### config.mk
export PLATFORM = sky130hd
export DESIGN_NAME = decode_ctrl_stage
export DESIGN_NICKNAME = d
export VERILOG_FILES = /design/src/rtl/ctrl_pkg.sv /design/src/rtl/inst_decoder.sv /design/src/rtl/decode_ctrl_stage.sv
export SDC_FILE = /design/constraint.sdc
export NUM_CORES = 1
export LEC_CHECK = 0
export ABC_AREA = 1
export BUFFER_PORTS_ARGS = -buffer_cell sky130_fd_sc_hd__buf_2
export CORE_UTILIZATION = 50
export DETAILED_ROUTE_END_ITERATION = 6
export PLACE_DENSITY = 0.89
export SYNTH_ARGS = -nofsm -noshare
export SYNTH_HDL_FRONTEND = slang
export SYNTH_SLANG_ARGS = --single-unit
export TNS_END_PERCENT = 30
### constraint.sdc
create_clock -name clk -period 3.14 [get_ports clk]
set_input_delay 0.157 -clock clk [delete_from_list [all_inputs] [get_ports clk]]
set_output_delay 0.157 -clock clk [all_outputs]
set_load 0.03 [all_outputs]
### src/rtl/ctrl_pkg.sv
// ctrl_pkg: opcodes, control enums, the ID/EX control bundle and its NOP value
package ctrl_pkg;
  localparam logic [6:0] OP_R      = 7'b0110011;
  localparam logic [6:0] OP_IMM    = 7'b0010011;
  localparam logic [6:0] OP_LOAD   = 7'b0000011;
  localparam logic [6:0] OP_STORE  = 7'b0100011;
  localparam logic [6:0] OP_BRANCH = 7'b1100011;
  localparam logic [6:0] OP_JAL    = 7'b1101111;
  localparam logic [6:0] OP_JALR   = 7'b1100111;
  localparam logic [6:0] OP_LUI    = 7'b0110111;
  localparam logic [6:0] OP_AUIPC  = 7'b0010111;
  typedef enum logic [3:0] {
    ALU_ADD, ALU_SUB, ALU_SLL, ALU_SLT, ALU_SLTU, ALU_XOR, ALU_SRL, ALU_SRA,
    ALU_OR, ALU_AND, ALU_LUI, ALU_MUL, ALU_MULH, ALU_MULHSU, ALU_MULHU
  } alu_op_e;
  typedef enum logic [2:0] {
    BR_NONE, BR_EQ, BR_NE, BR_LT, BR_GE, BR_LTU, BR_GEU, BR_JUMP
  } br_type_e;
  typedef enum logic [1:0] {
    WB_PC4 = 2'b00, WB_ALU = 2'b01, WB_MEM = 2'b11
  } wb_sel_e;
  typedef struct packed {
    logic     reg_wr;
    logic     rd_en;
    logic     wr_en;
    logic     sel_a;
    logic     sel_b;
    wb_sel_e  wb_sel;
    br_type_e br_type;
    alu_op_e  alu_op;
    logic     illegal;
  } ctrl_t;
  localparam ctrl_t CTRL_NOP = '{
    reg_wr: 1'b0, rd_en: 1'b0, wr_en: 1'b0, sel_a: 1'b0, sel_b: 1'b0,
    wb_sel: WB_ALU, br_type: BR_NONE, alu_op: ALU_ADD, illegal: 1'b0
  };
  function automatic alu_op_e alu_of(input logic [2:0] f3, input logic alt);
    case (f3)
      3'b000:  return alt ? ALU_SUB : ALU_ADD;
      3'b001:  return ALU_SLL;
      3'b010:  return ALU_SLT;
      3'b011:  return ALU_SLTU;
      3'b100:  return ALU_XOR;
      3'b101:  return alt ? ALU_SRA : ALU_SRL;
      3'b110:  return ALU_OR;
      default: return ALU_AND;
    endcase
  endfunction
  function automatic br_type_e br_of(input logic [2:0] f3);
    case (f3)
      3'b000:  return BR_EQ;
      3'b001:  return BR_NE;
      3'b100:  return BR_LT;
      3'b101:  return BR_GE;
      3'b110:  return BR_LTU;
      3'b111:  return BR_GEU;
      default: return BR_NONE;
    endcase
  endfunction
endpackage

### src/rtl/inst_decoder.sv
// inst_decoder: combinational RV32I(+M) decode of one instruction into the control bundle
module inst_decoder
  import ctrl_pkg::*;
#(
  parameter bit M_EXT = 1'b0
) (
  input  logic [31:0] inst,
  output ctrl_t       ctrl,
  output logic        uses_rs1,
  output logic        uses_rs2
);
  logic [6:0] op, f7;
  logic [2:0] f3;
  logic       bad;
  logic       unused_ok;
  ctrl_t      c;
  assign op = inst[6:0];
  assign f3 = inst[14:12];
  assign f7 = inst[31:25];
  assign unused_ok = ^inst[24:15];
  assign uses_rs1 = op inside {OP_R, OP_IMM, OP_LOAD, OP_STORE, OP_BRANCH, OP_JALR};
  assign uses_rs2 = op inside {OP_R, OP_STORE, OP_BRANCH};
  always_comb begin
    c = CTRL_NOP;
    bad = 1'b0;
    case (op)
      OP_R: begin
        c.reg_wr = 1'b1;
        c.sel_a = 1'b1;
        if (f7 == 7'b0000001) begin
          c.alu_op = alu_op_e'(4'd11 + {2'b00, f3[1:0]});
          bad = !M_EXT || f3[2];
        end else begin
          c.alu_op = alu_of(f3, f7[5]);
          bad = !(f7 == 7'b0000000 || (f7 == 7'b0100000 && (f3 == 3'b000 || f3 == 3'b101)));
        end
      end
      OP_IMM: begin
        c.reg_wr = 1'b1;
        c.sel_a = 1'b1;
        c.sel_b = 1'b1;
        c.alu_op = alu_of(f3, f3 == 3'b101 && f7[5]);
        bad = (f3 == 3'b001 && f7 != 7'b0) || (f3 == 3'b101 && f7 != 7'b0 && f7 != 7'b0100000);
      end
      OP_LOAD: begin
        c.reg_wr = 1'b1;
        c.rd_en = 1'b1;
        c.sel_a = 1'b1;
        c.sel_b = 1'b1;
        c.wb_sel = WB_MEM;
        bad = f3 == 3'b011 || f3[2:1] == 2'b11;
      end
      OP_STORE: begin
        c.wr_en = 1'b1;
        c.sel_a = 1'b1;
        c.sel_b = 1'b1;
        bad = f3 >= 3'b011;
      end
      OP_BRANCH: begin
        c.sel_b = 1'b1;
        c.br_type = br_of(f3);
        bad = f3[2:1] == 2'b01;
      end
      OP_JAL: begin
        c.reg_wr = 1'b1;
        c.sel_b = 1'b1;
        c.br_type = BR_JUMP;
        c.wb_sel = WB_PC4;
      end
      OP_JALR: begin
        c.reg_wr = 1'b1;
        c.sel_a = 1'b1;
        c.sel_b = 1'b1;
        c.br_type = BR_JUMP;
        c.wb_sel = WB_PC4;
        bad = f3 != 3'b000;
      end
      OP_LUI: begin
        c.reg_wr = 1'b1;
        c.sel_b = 1'b1;
        c.alu_op = ALU_LUI;
      end
      OP_AUIPC: begin
        c.reg_wr = 1'b1;
        c.sel_b = 1'b1;
      end
      default: bad = 1'b1;
    endcase
    if (bad) begin
      c = CTRL_NOP;
      c.illegal = 1'b1;
    end
    c.reg_wr = c.reg_wr && inst[11:7] != 5'd0;
  end
  assign ctrl = c;
endmodule

### src/rtl/decode_ctrl_stage.sv
// decode_ctrl_stage: ID decode into the ID/EX register with load-use hazard, stall/flush and perf counters
module decode_ctrl_stage
  import ctrl_pkg::*;
#(
  parameter bit M_EXT  = 1'b0,
  parameter int XLEN   = 32,
  parameter int PERF_W = 16
) (
  input  logic              clk,
  input  logic              rst,
  input  logic [31:0]       inst_i,
  input  logic              inst_valid_i,
  input  logic [XLEN-1:0]   pc_i,
  input  logic              stall_i,
  input  logic              flush_i,
  output logic              ex_valid_o,
  output logic              reg_wr_o,
  output logic              rd_en_o,
  output logic              wr_en_o,
  output logic              sel_A_o,
  output logic              sel_B_o,
  output logic [1:0]        wb_sel_o,
  output logic [2:0]        br_type_o,
  output logic [3:0]        alu_op_o,
  output logic [4:0]        rs1_o,
  output logic [4:0]        rs2_o,
  output logic [4:0]        rd_o,
  output logic [2:0]        func3_o,
  output logic [XLEN-1:0]   pc_o,
  output logic              illegal_o,
  output logic              id_stall_o,
  output logic [PERF_W-1:0] bubble_cnt_o,
  output logic [PERF_W-1:0] illegal_cnt_o
);
  ctrl_t dec, dec_live, ex_ctrl;
  logic  uses_rs1, uses_rs2, load_use, bubble, adv;
  inst_decoder #(.M_EXT(M_EXT)) u_dec (
    .inst(inst_i),
    .ctrl(dec),
    .uses_rs1(uses_rs1),
    .uses_rs2(uses_rs2)
  );
  assign load_use = ex_valid_o && ex_ctrl.rd_en && rd_o != 5'd0 &&
                    ((uses_rs1 && inst_i[19:15] == rd_o) || (uses_rs2 && inst_i[24:20] == rd_o));
  assign bubble = inst_valid_i && load_use;
  assign id_stall_o = stall_i || (bubble && !flush_i);
  assign adv = !flush_i && !stall_i && inst_valid_i;
  always_comb begin
    dec_live = dec;
    dec_live.reg_wr = dec.reg_wr && inst_valid_i;
    dec_live.rd_en = dec.rd_en && inst_valid_i;
    dec_live.wr_en = dec.wr_en && inst_valid_i;
  end
  always_ff @(posedge clk) begin
    if (rst || flush_i || (!stall_i && bubble)) begin
      ex_valid_o <= 1'b0;
      ex_ctrl <= CTRL_NOP;
      {rs1_o, rs2_o, rd_o, func3_o} <= '0;
      pc_o <= '0;
    end else if (!stall_i) begin
      ex_valid_o <= inst_valid_i;
      ex_ctrl <= dec_live;
      rs1_o <= inst_i[19:15];
      rs2_o <= inst_i[24:20];
      rd_o <= inst_i[11:7];
      func3_o <= inst_i[14:12];
      pc_o <= pc_i;
    end
  end
  always_ff @(posedge clk) begin
    if (rst) begin
      bubble_cnt_o <= '0;
      illegal_cnt_o <= '0;
    end else begin
      bubble_cnt_o <= bubble_cnt_o + PERF_W'(adv && load_use && !(&bubble_cnt_o));
      illegal_cnt_o <= illegal_cnt_o + PERF_W'(adv && !load_use && dec.illegal && !(&illegal_cnt_o));
    end
  end
  assign reg_wr_o = ex_ctrl.reg_wr;
  assign rd_en_o = ex_ctrl.rd_en;
  assign wr_en_o = ex_ctrl.wr_en;
  assign sel_A_o = ex_ctrl.sel_a;
  assign sel_B_o = ex_ctrl.sel_b;
  assign wb_sel_o = ex_ctrl.wb_sel;
  assign br_type_o = ex_ctrl.br_type;
  assign alu_op_o = ex_ctrl.alu_op;
  assign illegal_o = ex_ctrl.illegal;
endmodule

# Word level (Yosys, flattened, before mapping)
# Index checks and enable logic that the tools add are counted.
# Widths: inputs -> output; s select.
# op_classes
add_sub_neg,3
eq_ne,23
mux,19
order_cmp,1
n_reduce_logical,53
# ops
cell,n
$pmux 4 s7,2
$add 16x1->16,2
$reduce_and 16->1,2
$eq 7x6->1 const B,4
$logic_and 1x1->1,24
$eq 7x7->1 const B,3
$pmux 3 s6,1
$mux 15,1
$eq 7x5->1 const B,2
$eq 3x3->1 const B,4
$pmux 4 s3,1
$eq 5x5->1,2
$mux 1,10
$reduce_bool 5->1,2
$logic_or 1x1->1,8
$reduce_or 8->1,1
$eq 7x1->1 const B,1
$eq 7x2->1 const B,1
$logic_not 7->1,1
$ne 7x6->1 const B,1
$pmux 1 s7,1
$reduce_bool 7->1,1
$reduce_or 7->1,1
$eq 3x2->1 const B,2
other kinds (15),21
# word_totals
regBits,98
inputBits,69

# Depth between registers and ports, before layout
# logic_depth
word_depth,11
ltp_mapped,24
ltp_nobuf,23

# Modules after synthesis
# Synthesis repeated with hierarchy kept, for this count alone.
# unflattened
hier_cells,668
hier_area_um2,4878.4
# by_module_without_submodules
module,area_each_um2,cells_per_inst,n_inst
decode_ctrl_stage,4067.7,508,1
inst_decoder,810.8,160,1

# Least setup slack after synthesis
# Ideal clock, no wire load.
# synth_path
path_kind,reg2reg
from,register rd_o[4]
to,register illegal_cnt_o[14]
t_required_ps,3060
path_slack_ps,574
path_buffers,0
arrival_ps,2486
path_stages_with_launch,19
setup_time_ps,80
period_less_slack_ps,2566
path_cell_list,dfxtp_1 xor2_1 nor2_1 nand4_1 nand2_1 nand2_1 o21ai_0 nor2_1 ha_1 ha_1 nand2_1 inv_1 nand2_1 nor2_1 inv_1 nor2_1 nand2_1 o21ai_0 nor3b_1
# synth_between
elab_chain_cells,9
# synth_lines
item,line_no,source
from (decl),decode_ctrl_stage.sv:27,"output logic [4:0] rd_o,"
from (signal assigned),decode_ctrl_stage.sv:65,rd_o <= inst_i[11:7];
$eq 5x5->1,decode_ctrl_stage.sv:44,((uses_rs1 && inst_i[19:15] == rd_o) || (uses_rs2 && inst_i[24:20] == rd_o));
$logic_and 1x1->1,decode_ctrl_stage.sv:44,
$logic_or 1x1->1,decode_ctrl_stage.sv:44,
$logic_and 1x1->1 *,decode_ctrl_stage.sv:43,assign load_use = ex_valid_o && ex_ctrl.rd_en && rd_o != 5'd0 &&
$logic_not 1->1 *,decode_ctrl_stage.sv:76,illegal_cnt_o <= illegal_cnt_o + PERF_W'(adv && !load_use && dec.illegal && !(&illegal_cnt_o));
$logic_and 1x1->1 * (3 in series),decode_ctrl_stage.sv:76,
$add 16x1->16 *,decode_ctrl_stage.sv:76,
to (signal assigned),decode_ctrl_stage.sv:76,
to (decl),decode_ctrl_stage.sv:33,output logic [PERF_W-1:0] illegal_cnt_o
# Mark *: on every way between the ends. The rest lies on a longest branch, timed or not.
# A chain may end at the register's enable or synchronous reset.

# Final worst setup path
# Ends and elaborated chain as after synthesis.

==> out/qor.csv <==
metric,value,unit
status,finished clean,
port_buffers,167,
globalRouteOverflowTotal,0,
synth_area_leader_cell,dfxtp_1,
hold_class,in -> reg,
hold_violations,0,
met3_usage,5.177,%
final-max-slew-violation-count,0,
rsz0062_at_grt,no,
slew_headroom,53.70,%
antenna_left,0,
nNetsFinal,892,
syn_area,4707,sq um
antenna_cells,0,
cts_tree,yes,
hold_buffers,0,
path_cells,xor2_1 -> nor2_1 -> nand4_1 -> nand2_1 -> nand2_1 -> o21ai_0 -> nor2_1 -> ha_1 -> ha_1 -> nand2_1 -> inv_1 -> nand2_1 -> nor2_2 -> inv_1 -> nor2_1 -> nand2_1 -> o21ai_0 -> nor3b_1,
cts-root-buf,clkbuf_8,
synth_top_area_share,41.68,%
synthTopCellsByArea,"dfxtp_1 (42%), nand2_1 (15%), nor2_1 (5.8%), a21oi_1 (5.5%), nand3_1 (4.3%)",
hpwl,8449,microns
crit_top_cell,nand2_1,
synth.net_count,737,
final_common_cell,nand2_1,
cp_slowest_cell,dfxtp_1,
criticalPathCategory,reg -> reg,
drt_iter0_drc,187,
h-tree-depth,3,
fin_util,62.48,%
die_height,99.03,microns
post-route-period-util,89.13,%
path_depth,18,
clock_latency,370,ps
initial_core_util,51.18,%
antenna_found_initial,0,
worstPathBufferInverterCount,2,
rows,35,
rr_worst_depth,18,
fin_crit,2799,ps
r2r_setup_slack,340,ps
grt_max_degree,69,
grt_pass1_vias,4256,
core_region_area,9196,sq um
critPathArrivalTime,3090,ps
io-pin-count,168,
cts_buffers,9,
grt_use_met2,40.99,%
synthCells,659,
post_synth.cell_area_avg,7.143,sq um
wl_per_cell,12.55,microns
ir_drop,275.8,uV
fin_worst_skew,13.76,ps
hold_ws,19.89,ps
crit_family,simple AND/OR/NAND/NOR gates,
ys_ff_latch,98,
wl,11680,microns
synth_cell_types,38,
gp_congestion,0.8782,
max_freq,357.3,MHz
endpoint,illegal_cnt_o[14],
cp-end-kind,flop,
grt_pass1_wl,19010,microns
crit_start,rd_o[4],
vias,4690,
die_x,99.03,microns
power.density,415.5,nW/um^2
setup_tns,0,ps
layoutNonFillerInstCount,930,
syn2layout_area_growth,22.06,%
worstPathRequired,3430,ps
cpPeakStageDelay,460,ps
vias_per_cell,5.043,
drt-pass1-iter-count,5,
drive_gt1_share,27.96,%
timing.rr.start,rd_o[4],
grt.busiest_layer,met2,
tightest_slew,694.5,ps
crit_fanout,5,
track_usage,24.04,%
ys_warn_count,0,
total_leakage_power,2.724,nW
met1_usage,29.92,%
drv_cap,0,
yosysSeqAreaShare,41.68,%
dp_cells,914,
start_kind,flop,
clk_pin_slew,110,ps
drc_errors,0,
die_area,9806,sq um
clk_path_buf_depth,2,
crit-reg2reg-capture,illegal_cnt_o[14],
cts_sinks,98,
layout_common_cells,"nand2_1 (188), buf_2 (167), dfxtp_1 (98)",
setup_viol,0,
## what timing repair did
item / 4_1_cts / 5_1_grt
gates resized for setup: 0 / 1
buffers inserted: 0 / 0
endpoints found under the setup margin: 0 / 1
## state kept, by name, summed over array words and instances, names as in the netlist, 2 cells and up
register       flops
pc_o              32
bubble_cnt_o      16
illegal_cnt_o     16
rd_o               5
rs1_o              5
rs2_o              5
alu_op_o           4
br_type_o          3
func3_o            3
wb_sel_o           2
## metal layers
| layer | up-vias | part of all wire, % |
|---|---|---|
| li1 | 2425 | - |
| met1 | 2121 | 46 |
| met2 | 133 | 47 |
| met3 | 11 | 6.1 |
| met4 | 0 | 1.3 |
| met5 | - | 0 |
## report_power, final
| part | switching, mW | internal, mW | leakage [nW] | total, mW |
|---|---|---|---|---|
| registers | 0.0140 | 1.27 | 0.795 | 1.28 |
| logic | 0.201 | 0.0990 | 1.84 | 0.300 |
| clock network | 0.481 | 0.327 | 0.0934 | 0.807 |
| total | 0.696 | 1.69 | 2.72 | 2.39 |
## through the flow
stage,worst slack (ps),instance area (sq um),total power [mW]
CTS,282.2,5743,2.411
global route,64.28,5746,2.484
floorplan,573.8,4707,1.510
detailed placement,179.7,5550,1.609
global placement,347.1,5550,1.606
finish,341.2,5746,2.387
## kinds of logic (layout without fill, tap and decap cells)
kind of cell    Yosys count  count (layout)  synth area share [%]
compound gates          110             110                 13.48
xor+xnor                 14              14                 2.605
fa+ha+maj                 9               9                 2.392
buf+inv                  85             245                 7.974
flops                    98              98                 41.68
simple gates            343             343                 31.87
## tightest hold or removal path, delay by kind of cell
kind | cells | cell delay, ps
buf+inv | 1 | 90
compound gates | 1 | 50
simple gates | 1 | 50
## worst min-delay path by stage
stage,from,end,depth (start not counted)
after detailed placement,pc_i[18],pc_o[18],3
after global placement,pc_i[27],pc_o[27],3
after floorplan,pc_i[20],pc_o[20],2
after global routing,pc_i[15],pc_o[15],3
final,pc_i[23],pc_o[23],3
after CTS,pc_i[18],pc_o[18],3
## layout make-up
type / instances / area, sq um
well taps: 111 / 138.9
fillers: 856 / 3451
inverters: 59 / 221.5
flip-flops and latches: 98 / 1962
clock inverters: 6 / 55.05
repair buffers: 170 / 858.3
clock buffers: 10 / 137.6
multi-input cells: 476 / 2372
## synth_stat cells (all sizes together)
cell,instances
o21ai,31
nand3,41
o21a,2
and3,1
nor2,80
o21bai,1
buf,10
o31ai,2
a21oi,69
inv,59
o22ai,1
nor3b,2
o211ai,1
xor2,8
ha,9
nor3,13
a31oi,3
dfxtp,98
nand3b,2
nand4,8
nor4,1
or2,2
nand2,193
xnor2,6
clkbuf,16
No activity file was read; power rests on OpenSTA's default activity.
